===== src/rtl/npc_pkg.sv =====
// Shared definitions for the next-PC predictor: counter encodings and the
// address slicing used to index and tag the branch target buffer.
package npc_pkg;

  typedef enum logic [1:0] {
    SNT = 2'b00,
    WNT = 2'b01,
    WT  = 2'b10,
    ST  = 2'b11
  } ctr_e;

  function automatic int log2_ceil(input int n);
    int r;
    r = 0;
    for (int i = 0; i < 31; i++) begin
      if ((1 << i) < n) r = i + 1;
    end
    return r;
  endfunction

  // Word-aligned index: addr[idx_w+1:2]; callers size-cast the result.
  function automatic logic [63:0] addr_index(input logic [63:0] addr, input int idx_w);
    return (addr >> 2) & ((64'd1 << idx_w) - 64'd1);
  endfunction

  // Tag: everything above the index bits.
  function automatic logic [63:0] addr_tag(input logic [63:0] addr, input int idx_w);
    return addr >> (idx_w + 2);
  endfunction

endpackage


===== src/rtl/npc_btb.sv =====
// Direct-mapped branch target buffer with 2-bit saturating counters:
// combinational read port on the fetch PC, one update/allocate write port.
module npc_btb
  import npc_pkg::*;
#(
  parameter int XLEN    = 32,
  parameter int ENTRIES = 16
) (
  input  logic            clk,
  input  logic            rst,
  input  logic [XLEN-1:0] rd_addr,
  output logic            rd_taken,
  output logic [XLEN-1:0] rd_target,
  input  logic            wr_en,
  input  logic [XLEN-1:0] wr_addr,
  input  logic            wr_taken,
  input  logic [XLEN-3:0] wr_target
);

  localparam int IDX_W = log2_ceil(ENTRIES);
  localparam int TAG_W = XLEN - IDX_W - 2;

  logic [ENTRIES-1:0] valid_reg;
  logic [TAG_W-1:0]   tag_mem    [ENTRIES];
  logic [XLEN-3:0]    target_mem [ENTRIES];
  ctr_e               ctr_mem    [ENTRIES];

  logic [IDX_W-1:0] rd_idx, wr_idx;
  logic [TAG_W-1:0] rd_tag, wr_tag;
  logic             rd_hit, wr_hit, wr_alloc;
  ctr_e             ctr_next;

  assign rd_idx = IDX_W'(addr_index(64'(rd_addr), IDX_W));
  assign rd_tag = TAG_W'(addr_tag(64'(rd_addr), IDX_W));
  assign wr_idx = IDX_W'(addr_index(64'(wr_addr), IDX_W));
  assign wr_tag = TAG_W'(addr_tag(64'(wr_addr), IDX_W));

  assign rd_hit    = valid_reg[rd_idx] && (tag_mem[rd_idx] == rd_tag);
  assign rd_taken  = rd_hit && (ctr_mem[rd_idx] inside {WT, ST});
  assign rd_target = rd_hit ? {target_mem[rd_idx], 2'b00} : '0;

  assign wr_hit   = valid_reg[wr_idx] && (tag_mem[wr_idx] == wr_tag);
  assign wr_alloc = wr_en && !wr_hit && wr_taken;

  always_comb begin
    ctr_next = ctr_mem[wr_idx];
    if (!wr_hit) begin
      ctr_next = WT;
    end else if (wr_taken) begin
      if (ctr_mem[wr_idx] != ST) ctr_next = ctr_e'(ctr_mem[wr_idx] + 2'd1);
    end else begin
      if (ctr_mem[wr_idx] != SNT) ctr_next = ctr_e'(ctr_mem[wr_idx] - 2'd1);
    end
  end

  always_ff @(posedge clk or posedge rst) begin
    if (rst) begin
      valid_reg <= '0;
    end else if (wr_alloc) begin
      valid_reg[wr_idx] <= 1'b1;
    end
  end

  // A miss that was not taken leaves the entry alone, so a miss here is always an allocate.
  always_ff @(posedge clk) begin
    if (wr_en && (wr_hit || wr_taken)) begin
      ctr_mem[wr_idx] <= ctr_next;
      if (wr_taken) target_mem[wr_idx] <= wr_target;
      if (!wr_hit)  tag_mem[wr_idx]    <= wr_tag;
    end
  end

endmodule


===== src/rtl/npc_predictor.sv =====
// Fetch PC register with BTB-based prediction, execute-stage mispredict
// detection and redirect, and a saturating misprediction counter.
module npc_predictor
  import npc_pkg::*;
#(
  parameter int              XLEN        = 32,
  parameter int              BTB_ENTRIES = 16,
  parameter logic [XLEN-1:0] RESET_PC    = XLEN'(32'h0000_8000),
  parameter int              CNT_W       = 32
) (
  input  logic             clk,
  input  logic             rst,
  input  logic             stall,
  output logic [XLEN-1:0]  pc,
  output logic             pred_taken,
  output logic [XLEN-1:0]  pred_target,
  input  logic             ex_valid,
  input  logic             ex_is_ctrl,
  input  logic [XLEN-1:0]  ex_pc,
  input  logic             ex_taken,
  input  logic [XLEN-1:0]  ex_target,
  input  logic             ex_pred_taken,
  input  logic [XLEN-1:0]  ex_pred_target,
  output logic             flush,
  output logic [CNT_W-1:0] mispred_count
);

  logic [XLEN-1:0]  pc_reg, pc_next, redirect_pc;
  logic [CNT_W-1:0] mispred_count_reg;
  logic             mispredict;

  npc_btb #(
    .XLEN    (XLEN),
    .ENTRIES (BTB_ENTRIES)
  ) u_btb (
    .clk       (clk),
    .rst       (rst),
    .rd_addr   (pc_reg),
    .rd_taken  (pred_taken),
    .rd_target (pred_target),
    .wr_en     (ex_valid && ex_is_ctrl),
    .wr_addr   (ex_pc),
    .wr_taken  (ex_taken),
    .wr_target (ex_target[XLEN-1:2])
  );

  assign mispredict = ex_valid &&
                      ((ex_taken != ex_pred_taken) ||
                       (ex_taken && (ex_target != ex_pred_target)));
  assign flush = mispredict;

  // JALR targets may carry low bits from reg+imm; fetch always stays word aligned.
  assign redirect_pc = ex_taken ? {ex_target[XLEN-1:2], 2'b00} : ex_pc + XLEN'(4);

  always_comb begin
    pc_next = pc_reg + XLEN'(4);
    if (mispredict) begin
      pc_next = redirect_pc;
    end else if (stall) begin
      pc_next = pc_reg;
    end else if (pred_taken) begin
      pc_next = pred_target;
    end
  end

  always_ff @(posedge clk or posedge rst) begin
    if (rst) begin
      pc_reg <= RESET_PC;
    end else begin
      pc_reg <= pc_next;
    end
  end

  always_ff @(posedge clk or posedge rst) begin
    if (rst) begin
      mispred_count_reg <= '0;
    end else if (mispredict && (mispred_count_reg != '1)) begin
      mispred_count_reg <= mispred_count_reg + CNT_W'(1);
    end
  end

  assign pc            = pc_reg;
  assign mispred_count = mispred_count_reg;

endmodule


===== config.mk =====
export PLATFORM = sky130hd
export DESIGN_NAME = npc_predictor
export DESIGN_NICKNAME = d
export VERILOG_FILES = /design/src/rtl/npc_pkg.sv /design/src/rtl/npc_btb.sv /design/src/rtl/npc_predictor.sv
export SDC_FILE = /design/constraint.sdc
export NUM_CORES = 2
export LEC_CHECK = 0
export BUFFER_PORTS_ARGS = -buffer_cell sky130_fd_sc_hd__buf_2
export CAP_MARGIN = 30
export CORE_ASPECT_RATIO = 1.75
export CORE_MARGIN = 10
export CORE_UTILIZATION = 40
export DETAILED_ROUTE_END_ITERATION = 10
export PLACE_DENSITY_LB_ADDON = 0.12
export SYNTH_ARGS = -nofsm -noshare
export SYNTH_HDL_FRONTEND = slang
export SYNTH_SLANG_ARGS = --single-unit

===== constraint.sdc =====
create_clock -name clk -period 6.01 [get_ports clk]
set_input_delay 1.202 -clock clk [delete_from_list [all_inputs] [get_ports clk]]
set_output_delay 1.202 -clock clk [all_outputs]
set_load 0.03 [all_outputs]

==> summary.txt <==
Status
  • Status: finished, final reports clean

Placement
  • PortBufs: 198
  • GP Congestion: 0.926
  • HPWL Detailed: ~110000 um
  • Total placed cells including tap cells: about 4200

Logic synthesis
  • Most area-hungry cell type in the Yosys netlist: edfxtp_1
  • Compound-gate portion of the synthesized area: 3.80%
  • Area share of fa/ha/maj cells after synthesis: 0.163%
  • Ranking of synthesized cells by area: edfxtp_1, mux4_2, dfrtp_1
  • Asr flop ratio synth: 7.94%
  • Prevailing post-synth register cell: edfxtp_1
  • Netlist Area Pre-Place: approximately 46000 um^2
  • Post-Synthesis Mean Instance Area: 18.1 um^2
  • Ys Warns: 0
  • Multiplexer share of the synthesized area: 21.4%
  • Cells after Synth: 2544
  • Xor and xnor fraction of the mapped netlist area: 2.61%
  • Proportion of synthesized chip area in sequential cells: around 65%
  • Area share of the leading cell type in the synthesized netlist: 60.7%
  • Number of synthesized flops with an enable pin: 928
  • Combinational family with the most area after synthesis: multiplexers
  • Total of flip-flops plus latches after synthesis: 1008
  • Share of synthesized cell area in and, or, nand and nor gates: 4.71%
  • Number of distinct library cells after synthesis: 81

Critical path
  • R2r startpoint: pc[3]
  • Critical Path Start Type: register
  • Worst setup path category: reg -> out
  • Maximum fanout along the worst path: 30
  • Critical path buffers and inverters: 3
  • Crit path DAT: 4.63 ns
  • Critical Path, Cell by Cell: buf_4 > and2_1 > a22o_1 > o21ai_0 > nand4_1 > nor4_2 > a41oi_2 > nor4b_4 > buf_6 > and2_1 > buf_2
  • Delay-heaviest family, CP: simple AND/OR/NAND/NOR gates
  • Capturing point of the worst reg2reg path: pc[14]
  • Setup slack of the most critical reg-to-reg path: 1.15 ns
  • Cell with the most instances on the worst path: and2_1
  • Delay of the slowest cell on the worst path: 0.54 ns
  • Kind of end point of the critical path: primary output
  • Number of cells on the worst reg-to-reg path: 14
  • Crit path required time: 4.81 ns
  • Slowest cell on the critical path: dfrtp_4

STA
  • Worst hold-check slack: 0.490 ns
  • Number of max-slew violations in the final report: 0
  • Worst Clk Skew: approximately 0.044 ns
  • Setup TNS: 0 ns
  • Final min period: 5.83 ns
  • # setup viols final: 0
  • Slew at the pin closest to its max-slew limit: 0.943 ns
  • Worst slew margin: 37.0%
  • Maximum clock frequency: 171 MHz
  • Final count of hold timing violations: 0
  • RSZ-0062 raised after global routing: no
  • Final clock period utilization by the worst path: just under 100%

GRT
  • Total global-route track usage: between 20% and 30%
  • Wire length of the first global-routing pass: 221000 um
  • Aggregate global routing overflow: 0
  • Vias in the first global route: between 20000 and 30000
  • Initial antenna violation count: 14
  • Pin count of the biggest net entering global routing: 64

Job
  • Max-capacitance violation count: 0

Hold path
  • Worst Hold Path EP: mispred_count[14]
  • Worst hold path stage count: 1
  • Hold Startpoint: mispred_count[14]
  • Worst hold-check path type: reg -> reg

Layout
  • Layout cells sized above 1: 33.3%
  • Register name with the most flops: u_btb.target_mem
  • Post-route insts no fill: 4430
  • Most common cell after layout, fill and taps aside: edfxtp_1
  • Largest regs: u_btb.target_mem: 480 flops, u_btb.tag_mem: 416 flops
  • Net count of the finished layout: 2961
  • Most frequent cells in the layout: edfxtp_1, mux4_2, buf_2
  • Area growth from synthesis to layout: 16.2%
  • Flip-flop count of the largest register after layout: 480

Clocking
  • Clock tree from TritonCTS: done
  • Clock-pin slew on the worst setup and hold paths: 0.07 ns
  • CTS Root Cell: clkbuf_16
  • Clock net sink count: roughly 1000
  • Number of buffers on the longest clock path: 3
  • Maximum level of the CTS H-tree: 3
  • Post-cts hold buffer count: 0
  • Number of clock buffers inserted by TritonCTS: 95
  • Clk_lat worst skew: 0.72 ns

Floorplan
  • Die extent in y: 468 um
  • Standard cell core area: 114000 um^2
  • Starting Density: about two fifths
  • Cell row count: 164
  • Total die area: 129000 um^2
  • Number of top-level pins: 201
  • X dimension of the die: 276 um

Power and ir drop
  • Proportion of total power due to net switching: 28.4%
  • Total power draw: 17.6 mW
  • Net load switching power: 5.00 mW
  • Part of the total power dissipated in the clock network: 35.4%
  • Combinational share of power: 19.2%
  • Power density over the cells: 330 nW/um^2
  • IR Drop Worst-Case VDD: 0.258 mV
  • Standby leakage power: 18.0 nW
  • Power share of the sequential group: a little under half
  • Internal power summed over all cells: 12.6 mW

Route
  • Via density per instance: 6.11
  • Average wire length per cell after detail routing: 35.4 um
  • Drc violations: 0
  • Routed wire length: 157000 um
  • Router iterations before antenna repair: 9
  • Number of nets with antenna violations after detailed routing: 0
  • Via Count: ~27000
  • Iteration-0 DRC count of the detailed router: between 2000 and 3000
==> cells in the mapped netlist, types with 7 or more instances <==
master and number:
a21oi_1 71, a22o_1 10, a22oi_1 21, a31oi_1 11, and2_1 39, and3_1 24
and4_1 7, buf_1 23, buf_2 38, buf_4 8, buf_6 18, clkbuf_1 72
dfrtp_1 79, edfxtp_1 928, inv_1 30, mux2_2 27, mux2i_1 126, mux4_2 362
nand2_1 71, nand2b_1 12, nand3_1 43, nand4_1 27, nor2_1 93, nor2b_1 13
nor3_1 28, nor4_1 22, o211ai_1 9, o21ai_0 31, o21bai_1 13, o221ai_1 11
o22ai_1 17, or3_1 8, xnor2_1 72, xor2_1 65
==> per-stage QoR <==
step	util, %	instance area, um^2	worst slack [ns]
3_3_place_gp	43.6	49800	0.312
3_5_place_dp	43.8	49900	0.214
5_1_grt	46.8	53400	0.0530
2_1_floorplan	-	45900	0.659
6_report	46.8	53400	0.179
4_1_cts	46.7	53300	0.00399
==> per-layer routing <==
metal	global-route usage, %	routed length [um]	vias up
li1	-	-	11000
met1	27.7	56500	14500
met2	42.3	81300	1242
met3	3.87	9900	279
met4	12.7	8840	2
met5	0	13	-
==> power by group through the flow <==
stage          clock, mW  sequential [mW]  combinational (mW)
2_1_floorplan          0             8.11                1.96
5_1_grt             6.61             8.00                3.53
6_report            6.23             8.00                3.38
4_1_cts             6.34             7.99                3.39
3_3_place_gp           0             8.20                3.17
3_5_place_dp           0             8.21                3.19
==> kinds of logic (layout without fill, tap and decap cells) <==
| group | Yosys count | after routing |
|---|---|---|
| xor+xnor | 137 | 137 |
| buf+inv | 200 | 588 |
| fa+ha+maj | 6 | 6 |
| flops | 1008 | 1008 |
| other cells | 1 | 5 |
| compound gates | 256 | 256 |
| simple gates | 414 | 414 |
| mux | 522 | 522 |
==> final cells by class <==
cell class                 count  area, um^2
antenna                        3        7.51
clock buffer                 116        2460
clock inverter                62         712
fill                        9874       60700
inverter                      32         125
multi-input combinational   1337       15300
sequential                  1008       29900
tap                         1494        1870
timing repair buffer         378        3020
==> worst max path at each step <==
stage	slack, ns	start	cells after the start	endpoint
5_1_grt	0.05	pc[2]	12	pred_target[14]
6_report	0.18	pc[3]	11	pred_target[30]
3_3_place_gp	0.31	ex_pc[2]	12	u_btb.ctr_mem[0][0]
4_1_cts	0.004	pc[4]	11	pred_target[25]
3_5_place_dp	0.21	pc[3]	11	pred_target[25]
2_1_floorplan	0.66	ex_pc[2]	11	u_btb.tag_mem[12][0]
==> what timing repair did <==
item                                    CTS  global route
endpoints found under the setup margin   31            30
gates cloned                              0             0
buffers inserted                         12             0
pin swaps                                 1             1
gates resized for setup                   8             5
No activity file was read; power rests on OpenSTA's default activity.
